## src/rtl/game_pkg.sv

```systemverilog
// Shared definitions for the game control sequencer: one-hot state layout and on/off levels.
package game_pkg;

    localparam int unsigned NUM_STATES = 7;

    // Bit positions of each phase in the one-hot state register.
    localparam int unsigned INIT         = 0;
    localparam int unsigned IDLE         = 1;
    localparam int unsigned ERASE        = 2;
    localparam int unsigned GEN_MOVE     = 3;
    localparam int unsigned APPLY_MOVE   = 4;
    localparam int unsigned DRAW_LINK    = 5;
    localparam int unsigned DRAW_ENEMIES = 6;

    localparam logic ON  = 1'b1;
    localparam logic OFF = 1'b0;

    typedef enum logic [NUM_STATES-1:0] {
        StInit        = 7'b000_0001,
        StIdle        = 7'b000_0010,
        StErase       = 7'b000_0100,
        StGenMove     = 7'b000_1000,
        StApplyMove   = 7'b001_0000,
        StDrawLink    = 7'b010_0000,
        StDrawEnemies = 7'b100_0000
    } state_t;

    // States whose dwell time is tracked: INIT for its fixed hold, the rest for the watchdog.
    function automatic logic dwell_counts(state_t s);
        return s[INIT] | s[ERASE] | s[DRAW_LINK] | s[DRAW_ENEMIES];
    endfunction

endpackage

```

## src/rtl/game_control_fsm_frame_timer.sv

```systemverilog
// Free-running frame timer: one-cycle tick every FRAME_CYCLES clocks.
module frame_timer #(
    parameter int unsigned FRAME_CYCLES = 833333
) (
    input  logic clock,
    input  logic reset,
    output logic tick
);

    localparam int unsigned CNT_W = (FRAME_CYCLES > 1) ? $clog2(FRAME_CYCLES) : 1;
    localparam logic [CNT_W-1:0] LAST = CNT_W'(FRAME_CYCLES - 1);

    logic [CNT_W-1:0] count_q;

    assign tick = (count_q == LAST);

    // Count 0..FRAME_CYCLES-1, wrapping on the tick cycle.
    always_ff @(posedge clock) begin
        if (reset || tick) begin
            count_q <= '0;
        end else begin
            count_q <= count_q + CNT_W'(1);
        end
    end

endmodule

```

## src/rtl/game_control_fsm.sv

```systemverilog
// Per-frame phase sequencer: init, idle, erase, gen/apply move, draw link, draw enemies.
module game_control_fsm
    import game_pkg::*;
#(
    parameter int unsigned FRAME_CYCLES   = 833333,
    parameter int unsigned INIT_CYCLES    = 4,
    parameter int unsigned TIMEOUT_CYCLES = 262143
) (
    input  logic       clock,
    input  logic       reset,
    input  logic       pause,
    input  logic       erase_done,
    input  logic       link_draw_done,
    input  logic       enemies_draw_done,
    output logic       init,
    output logic       idle,
    output logic       erase,
    output logic       gen_move,
    output logic       apply_move,
    output logic       draw_link,
    output logic       draw_enemies,
    output logic [7:0] frame_count,
    output logic       overrun,
    output logic       timeout
);

    localparam int unsigned CNT_MAX = (TIMEOUT_CYCLES > INIT_CYCLES) ? TIMEOUT_CYCLES : INIT_CYCLES;
    localparam int unsigned CNT_W   = $clog2(CNT_MAX + 1);
    typedef logic [CNT_W-1:0] cnt_t;
    localparam cnt_t INIT_LAST = cnt_t'(INIT_CYCLES - 1);
    localparam cnt_t WDOG_LAST = cnt_t'(TIMEOUT_CYCLES - 1);

    state_t     state_q, state_d;
    cnt_t       dwell_q, dwell_d;
    logic       tick_pending_q, tick_pending_d;
    logic [7:0] frame_count_q, frame_count_d;
    logic       overrun_q, overrun_d;
    logic       timeout_q, timeout_d;
    logic       tick;
    logic       wdog_expired;

    frame_timer #(
        .FRAME_CYCLES(FRAME_CYCLES)
    ) u_frame_timer (
        .clock(clock),
        .reset(reset),
        .tick (tick)
    );

    // Phase outputs come straight from the one-hot register bits.
    assign init         = state_q[INIT];
    assign idle         = state_q[IDLE];
    assign erase        = state_q[ERASE];
    assign gen_move     = state_q[GEN_MOVE];
    assign apply_move   = state_q[APPLY_MOVE];
    assign draw_link    = state_q[DRAW_LINK];
    assign draw_enemies = state_q[DRAW_ENEMIES];
    assign frame_count  = frame_count_q;
    assign overrun      = overrun_q;
    assign timeout      = timeout_q;

    // Next-state, tick bookkeeping, watchdog and frame counting.
    always_comb begin
        state_d        = state_q;
        dwell_d        = '0;
        tick_pending_d = tick_pending_q;
        frame_count_d  = frame_count_q;
        overrun_d      = overrun_q;
        timeout_d      = timeout_q;
        wdog_expired   = (dwell_q == WDOG_LAST);

        // A second tick before the first is consumed is dropped and flagged.
        if (tick && !state_q[INIT]) begin
            if (tick_pending_q) begin
                overrun_d = ON;
            end else begin
                tick_pending_d = ON;
            end
        end

        unique case (state_q)
            StInit: begin
                tick_pending_d = OFF;
                if (dwell_q == INIT_LAST) begin
                    state_d = StIdle;
                end
            end
            StIdle: begin
                // A tick in this very cycle counts as pending so the frame starts at once.
                if ((tick_pending_q || tick) && !pause) begin
                    state_d        = StErase;
                    tick_pending_d = OFF;
                end
            end
            StErase: begin
                if (erase_done || wdog_expired) begin
                    state_d = StGenMove;
                    if (!erase_done) begin
                        timeout_d = ON;
                    end
                end
            end
            StGenMove: begin
                state_d = StApplyMove;
            end
            StApplyMove: begin
                state_d = StDrawLink;
            end
            StDrawLink: begin
                if (link_draw_done || wdog_expired) begin
                    state_d = StDrawEnemies;
                    if (!link_draw_done) begin
                        timeout_d = ON;
                    end
                end
            end
            StDrawEnemies: begin
                if (enemies_draw_done || wdog_expired) begin
                    state_d       = StIdle;
                    frame_count_d = frame_count_q + 8'd1;
                    if (!enemies_draw_done) begin
                        timeout_d = ON;
                    end
                end
            end
            default: begin
                state_d = StInit;
            end
        endcase

        // Dwell counter restarts on every state change.
        if ((state_d == state_q) && dwell_counts(state_q)) begin
            dwell_d = dwell_q + cnt_t'(1);
        end
    end

    // State and status registers with synchronous reset.
    always_ff @(posedge clock) begin
        if (reset) begin
            state_q        <= StInit;
            dwell_q        <= '0;
            tick_pending_q <= OFF;
            frame_count_q  <= '0;
            overrun_q      <= OFF;
            timeout_q      <= OFF;
        end else begin
            state_q        <= state_d;
            dwell_q        <= dwell_d;
            tick_pending_q <= tick_pending_d;
            frame_count_q  <= frame_count_d;
            overrun_q      <= overrun_d;
            timeout_q      <= timeout_d;
        end
    end

endmodule

```

## config.mk

```make
export PLATFORM = sky130hd
export DESIGN_NAME = game_control_fsm
export DESIGN_NICKNAME = d
export VERILOG_FILES = /design/src/rtl/game_pkg.sv /design/src/rtl/game_control_fsm_frame_timer.sv /design/src/rtl/game_control_fsm.sv
export SDC_FILE = /design/constraint.sdc
export NUM_CORES = 1
export LEC_CHECK = 0
export CORE_UTILIZATION = 50
export CTS_CLUSTER_DIAMETER = 30
export CTS_CLUSTER_SIZE = 28
export DETAILED_ROUTE_END_ITERATION = 10
export PLACE_DENSITY = 0.73
export SYNTH_ARGS = -nofsm -noshare
export SYNTH_HDL_FRONTEND = slang
export SYNTH_SLANG_ARGS = --single-unit
```

## constraint.sdc

```tcl
create_clock -name clock -period 2.35 [get_ports clock]
set_input_delay 0.705 -clock clock [delete_from_list [all_inputs] [get_ports clock]]
set_output_delay 0.705 -clock clock [all_outputs]
set_load 0.005 [all_outputs]
```

==> results.toml, run 1 <==
[status]
status = "finished, final reports clean"

[final_layout]
final_cell_mix = "dfxtp_1, nor2_1, nand3_1"
drive_above_1_share = 0.1448
instances_no_fill = 445
synthToLayoutAreaGrowth_pct = 19.84
fin_nets = 383
mostFrequentLayoutCell = "dfxtp_1"
antenna_cells = 0

[setup_path]
start_kind = "primary input"
critPathKind = "primary input to flip-flop"
r2r_slack_ps = 200
cp.required_ps = 2530
crit_arrival_ps = 2450
crit_fanout = 18
endpoint_kind = "flip-flop"

[placement]
hpwl_um = 4303
finalWeightedCongestion = 0.8986
dp_slack_ps = -301.7
dpl.cell_count = 436
portBuffers = 22

[synth]
synth.cell_area_sq_um = 2882
synth_top_area_frac = 0.3891
synth.net_count = 346
ys_seq_elements = 56
yosysUniqueCellTypes = 46
synth_edf_count = 0
synthCells = 335
yosys_most_used_dff = "dfxtp_1"
yosysTopAreaCell = "dfxtp_1"
async_reset_ff_frac = 0
seq_area_frac_synth = 0.3891
yosys_warnings = 0
syn_area_per_cell_sq_um = 8.602
synth_area_leaders = "dfxtp_1, xnor2_1, nor2_1, xor2_1, nand3_1"

[clock_tree]
cts_tree = "done"
postCtsHoldBufs = 0
clk_latency_ps = 300
htree_levels = 2
cts_buffers = 5
cts.sinks = 56
path_clk_slew_ps = 90
clockBufferDepth = 2
cts_root_buffer = "clkbuf_8"

[sta]
maxSlewViolCount = 0
finalSetupTns_ps = 0
rsz0062_at_grt = "yes"
fin_ws_ps = 76.32
whs_ps = 449.4
max-slew-margin-rel = 0.6417
period_minus_slack_ps = 2274
finalHoldViolations = 0
post-route-period-util = 0.9675
fin_skew_ps = 4.748
fmax_ghz = 0.4398
setup_viol = 0
worstMarginPinSlew_ps = 532.5

[detailed_routing]
postRouteAntennaNets = 0
drt_iter0_markers = 230
drc = 0
totalWireLength_um = 6037
wire_per_inst_um = 13.57
drt-pass1-iter-count = 4
met3_length_um = 234
met1_length_um = 2796
vias = 2517
top_layer_used = "met4"
route.met2.wl_um = 2981
via_per_inst = 5.656

[global_route]
gr-usage-all-layers = 0.2104
grt_first_pass_wirelength_um = 10430
grt_max_degree = 21
grt_overflow_total = 0
grt_antenna_before_repair = 0
grt_pass1_vias = 2412

[floorplanning]
die_y_um = 77.92
die_area_sq_um = 6071
rows = 27
coreArea_sq_um = 5540
die_w_um = 77.92
start_util = 0.5201
num_io_pins = 23

[worst_hold_path]
min_path_type = "flip-flop to flip-flop"

[pwr]
finalPower_mw = 1.949
power.leakage_nw = 1.155
ir_worst_vdd_mv = 0.2706
p_per_area_nw_per_um2 = 564.5

[job]
max_cap_viol_count = 0
-- report_power, final --
group	switching (mW)	internal, mW	total, mW
registers	0.0405	0.979	1.02
logic	0.163	0.155	0.319
clock network	0.295	0.317	0.611
-- repair_timing --
item / CTS / global route
setup buffers: 0 / 1
endpoints found under the setup margin: 0 / 17
resized for setup: 0 / 7
-- registers in the layout, summed over array words and instances (netlist names) --
name	cells
dwell_q	18
frame_count	8
overrun	1
state_q	7
tick_pending_q	1
timeout	1
u_frame_timer.count_q	20
-- routing by layer --
metal / vias up / GRT usage
met5: - / 0
met4: 0 / 0.04815
met3: 2 / 0.03765
met2: 56 / 0.3832
met1: 1187 / 0.2556
li1: 1272 / -
-- synth_stat cells, types with 2 or more instances --
library cell / instances
clkbuf_1: 8
nor3_1: 12
nand2b_1: 3
o31ai_1: 6
nor2b_1: 2
nand2_1: 20
xor2_1: 16
or4_1: 6
ha_1: 5
buf_2: 3
o21ai_0: 5
o31a_1: 2
or3_1: 7
nand3_1: 24
and4b_1: 3
o21ba_2: 2
o221ai_2: 2
xnor2_1: 20
and4_1: 3
nand4_1: 8
inv_1: 15
nor4b_1: 5
nor4_2: 2
a21oi_1: 15
nor2_1: 38
and2_1: 3
nor3_2: 10
dfxtp_1: 56
buf_6: 2
nor4_1: 11
and3_1: 5
nor3b_1: 2
-- kinds of logic (layout without fill, tap and decap cells) --
family | Yosys count | count (layout) | share of synthesized area
flops | 56 | 56 | 0.3891
compound gates | 40 | 40 | 0.09640
xor+xnor | 36 | 36 | 0.1094
simple gates | 169 | 169 | 0.3378
buf+inv | 29 | 67 | 0.04559
fa+ha+maj | 5 | 5 | 0.02171
-- final timing paths --
path         startpoint     endpoint  depth (start not counted)
max          erase_done  dwell_q[10]                          7
min             overrun      overrun                          2
max reg2reg  state_q[3]  dwell_q[10]                          6
min reg2reg     overrun      overrun                          2
-- worst max-delay path: stages --
cell and delay [ps]:
clkdlybuf4s50_1 510, or3b_2 460, o311ai_1 130, a21oi_1 130
o221ai_2 250, buf_12 200, nor4_2 60
-- per-stage QoR --
stage,util,area [sq um]
after floorplan,-,2882
after global placement,0.5967,3306
after detailed placement,0.5967,3306
after CTS,0.6161,3413
after global routing,0.6233,3453
final,0.6233,3453
-- area by class of cell --
| cell class | instances | area, sq um |
|---|---|---|
| clock inverters | 2 | 35.03 |
| well taps | 72 | 90.09 |
| repair buffers | 44 | 410.4 |
| fillers | 479 | 2087 |
| inverters | 15 | 56.30 |
| clock buffers | 6 | 72.57 |
| multi-input cells | 250 | 1667 |
| flip-flops and latches | 56 | 1122 |
(Power assumes the default switching activity.)
==> inputs of run 2 (changes only) <==
--- a/config.mk
+++ b/config.mk
@@ -9,7 +9,7 @@
 export CTS_CLUSTER_DIAMETER = 30
 export CTS_CLUSTER_SIZE = 28
 export DETAILED_ROUTE_END_ITERATION = 10
-export PLACE_DENSITY = 0.73
+export PLACE_DENSITY_LB_ADDON = 0.08
 export SYNTH_ARGS = -nofsm -noshare
 export SYNTH_HDL_FRONTEND = slang
 export SYNTH_SLANG_ARGS = --single-unit
==> run 2 against run 1 <==
Effect of this change: clock power decreased by 18%; largest cell class unchanged; critical endpoint is now dwell_q[9]; highest routed layer unchanged; critical path depth unchanged; wire length decreased by 0.20%; design area decreased by 1.5%; core utilization decreased by 0.95 points.
==> results.toml, run 2 (same netlist as run 1, synthesis figures left out) <==
[clock_tree]
path_clk_slew_ps = 100
clockBufferDepth = 2
cts_tree = "done"
cts.sinks = 56
cts_root_buffer = "clkbuf_8"
cts_buffers = 5
htree_levels = 2
clk_latency_ps = 300

[pwr]
p_seq_frac = 0.560
switchingPower_mw = 0.4966
p_clk_frac = 0.277
power.leakage_nw = 1.135
p_int_mw = 1.319
switching_share = 0.2735
ir_worst_vdd_mv = 0.3974
combPwrFrac = 0.164
p_per_area_nw_per_um2 = 533.9

[detailed_routing]
drt-pass1-iter-count = 5
vias = 2507
postRouteAntennaNets = 0
drc = 0
totalWireLength_um = 6025
wire_per_inst_um = 13.57
via_per_inst = 5.646
drt_iter0_markers = 122

[sta]
fin_skew_ps = 9.082
finalHoldViolations = 0
max-slew-margin-rel = 0.6685
setup_viol = 0
finalSetupTns_ps = 0
post-route-period-util = 0.9613
rsz0062_at_grt = "no"
worstMarginPinSlew_ps = 492.7
maxSlewViolCount = 0
fmax_ghz = 0.4427
period_minus_slack_ps = 2259

[worst_hold_path]
min_path_type = "flip-flop to flip-flop"
min_to = "overrun"
hold_path_depth = 2
worstHoldStart = "overrun"

[global_route]
gr-usage-all-layers = 0.2103
grt_overflow_total = 0
grt_first_pass_wirelength_um = 10320
grt_max_degree = 21
grt_antenna_before_repair = 0
grt_pass1_vias = 2264

[final_layout]
fin_area_sq_um = 3401
largest_reg_flops = 20
fin_nets = 383
synthToLayoutAreaGrowth_pct = 18.02
top_register = "u_frame_timer.count_q"
final_cell_mix = "dfxtp_1, nor2_1, nand3_1"
antenna_cells = 0
mostFrequentLayoutCell = "dfxtp_1"
instances_no_fill = 444
drive_above_1_share = 0.1371

[setup_path]
start_kind = "primary input"
endpoint_kind = "flip-flop"
crit_arrival_ps = 2450
critPathKind = "primary input to flip-flop"
crit_path_max_incr_delay_ps = 510
crit_fanout = 18
worstReg2RegEnd = "dwell_q[9]"
cp.required_ps = 2540
path_cells = "clkdlybuf4s50_1, or3b_2, o311ai_1, a21oi_2, o221ai_2, buf_12, nor4_2"
reg2reg_from = "state_q[0]"
cp-startpoint = "erase_done"
r2r_slack_ps = 200
critical_path.slowest_cell = "clkdlybuf4s50_1"
r2r_cells = 6

[placement]
finalWeightedCongestion = 0.8492
placed_cell_area_sq_um = 3293
dpl.cell_count = 436
hpwl_um = 4396
portBuffers = 22

[floorplanning]
num_io_pins = 23
rows = 27
coreArea_sq_um = 5540
die_y_um = 77.92
start_util = 0.5201
die_area_sq_um = 6071
die_w_um = 77.92

[job]
max_cap_viol_count = 0

[status]
status = "finished, final reports clean"
[run 2: changes by cell type in the layout (fill, tap and decap cells not counted), sizes merged]
| cell | before | now |
|---|---|---|
| bufinv | 1 | 0 |
[run 2: area by class of cell]
class / count / area [sq um]
flip-flops and latches: 56 / 1121
repair buffers: 44 / 397.9
inverters: 15 / 56.30
fillers: 522 / 2140
well taps: 72 / 90.09
clock inverters: 1 / 5.005
multi-input cells: 250 / 1658
clock buffers: 6 / 72.57
[run 2: how the worst max path moves through the flow]
stage | slack, ps | depth (start not counted) | to
after detailed placement | -330 | 7 | dwell_q[9]
after global routing | 10 | 6 | frame_count[3]
after floorplan | 270 | 6 | dwell_q[11]
after global placement | -220 | 7 | dwell_q[10]
after CTS | 20 | 7 | dwell_q[9]
final | 90 | 7 | dwell_q[9]
[run 2: per-layer routing]
metal	vias to the layer above	part of all wire	GRT usage
li1	1269	-	-
met1	1182	0.47	0.2715
met2	49	0.48	0.3611
met3	7	0.032	0.03412
met4	0	0.014	0.05926
met5	-	0	0
[run 2: timing repair]
item,4_1_cts,5_1_grt
pin swaps,0,0
gates resized for setup,2,3
setup buffers,1,0
hold buffers,0,0
setup endpoints to repair,1,6
cloned,0,0
[run 2: worst max-delay path: cells and delay by family]
family                 cells  cell delay, ps
AOI/OAI and AO/OA          3             490
buffers and inverters      2             720
and+or+nand+nor            2             520
[run 2: metrics by stage]
stage	setup slack [ps]	power, mW	utilization	hold slack (ps)
CTS	20.60	1.829	0.6109	477.2
finish	91.06	1.816	0.6138	475.1
global route	13.55	1.902	0.6138	491.2
global placement	-217.6	1.329	0.5944	448.3
detailed placement	-334.7	1.333	0.5944	463.3
floorplan	270.1	1.239	-	441.0
[run 2: power by group through the flow]
| stage | Combinational, mW | Sequential [mW] | Clock (mW) |
|---|---|---|---|
| final | 0.298 | 1.02 | 0.502 |
| after CTS | 0.296 | 1.02 | 0.517 |
| after floorplan | 0.212 | 1.03 | 0 |
| after global placement | 0.291 | 1.04 | 0 |
| after global routing | 0.329 | 1.02 | 0.550 |
| after detailed placement | 0.294 | 1.04 | 0 |
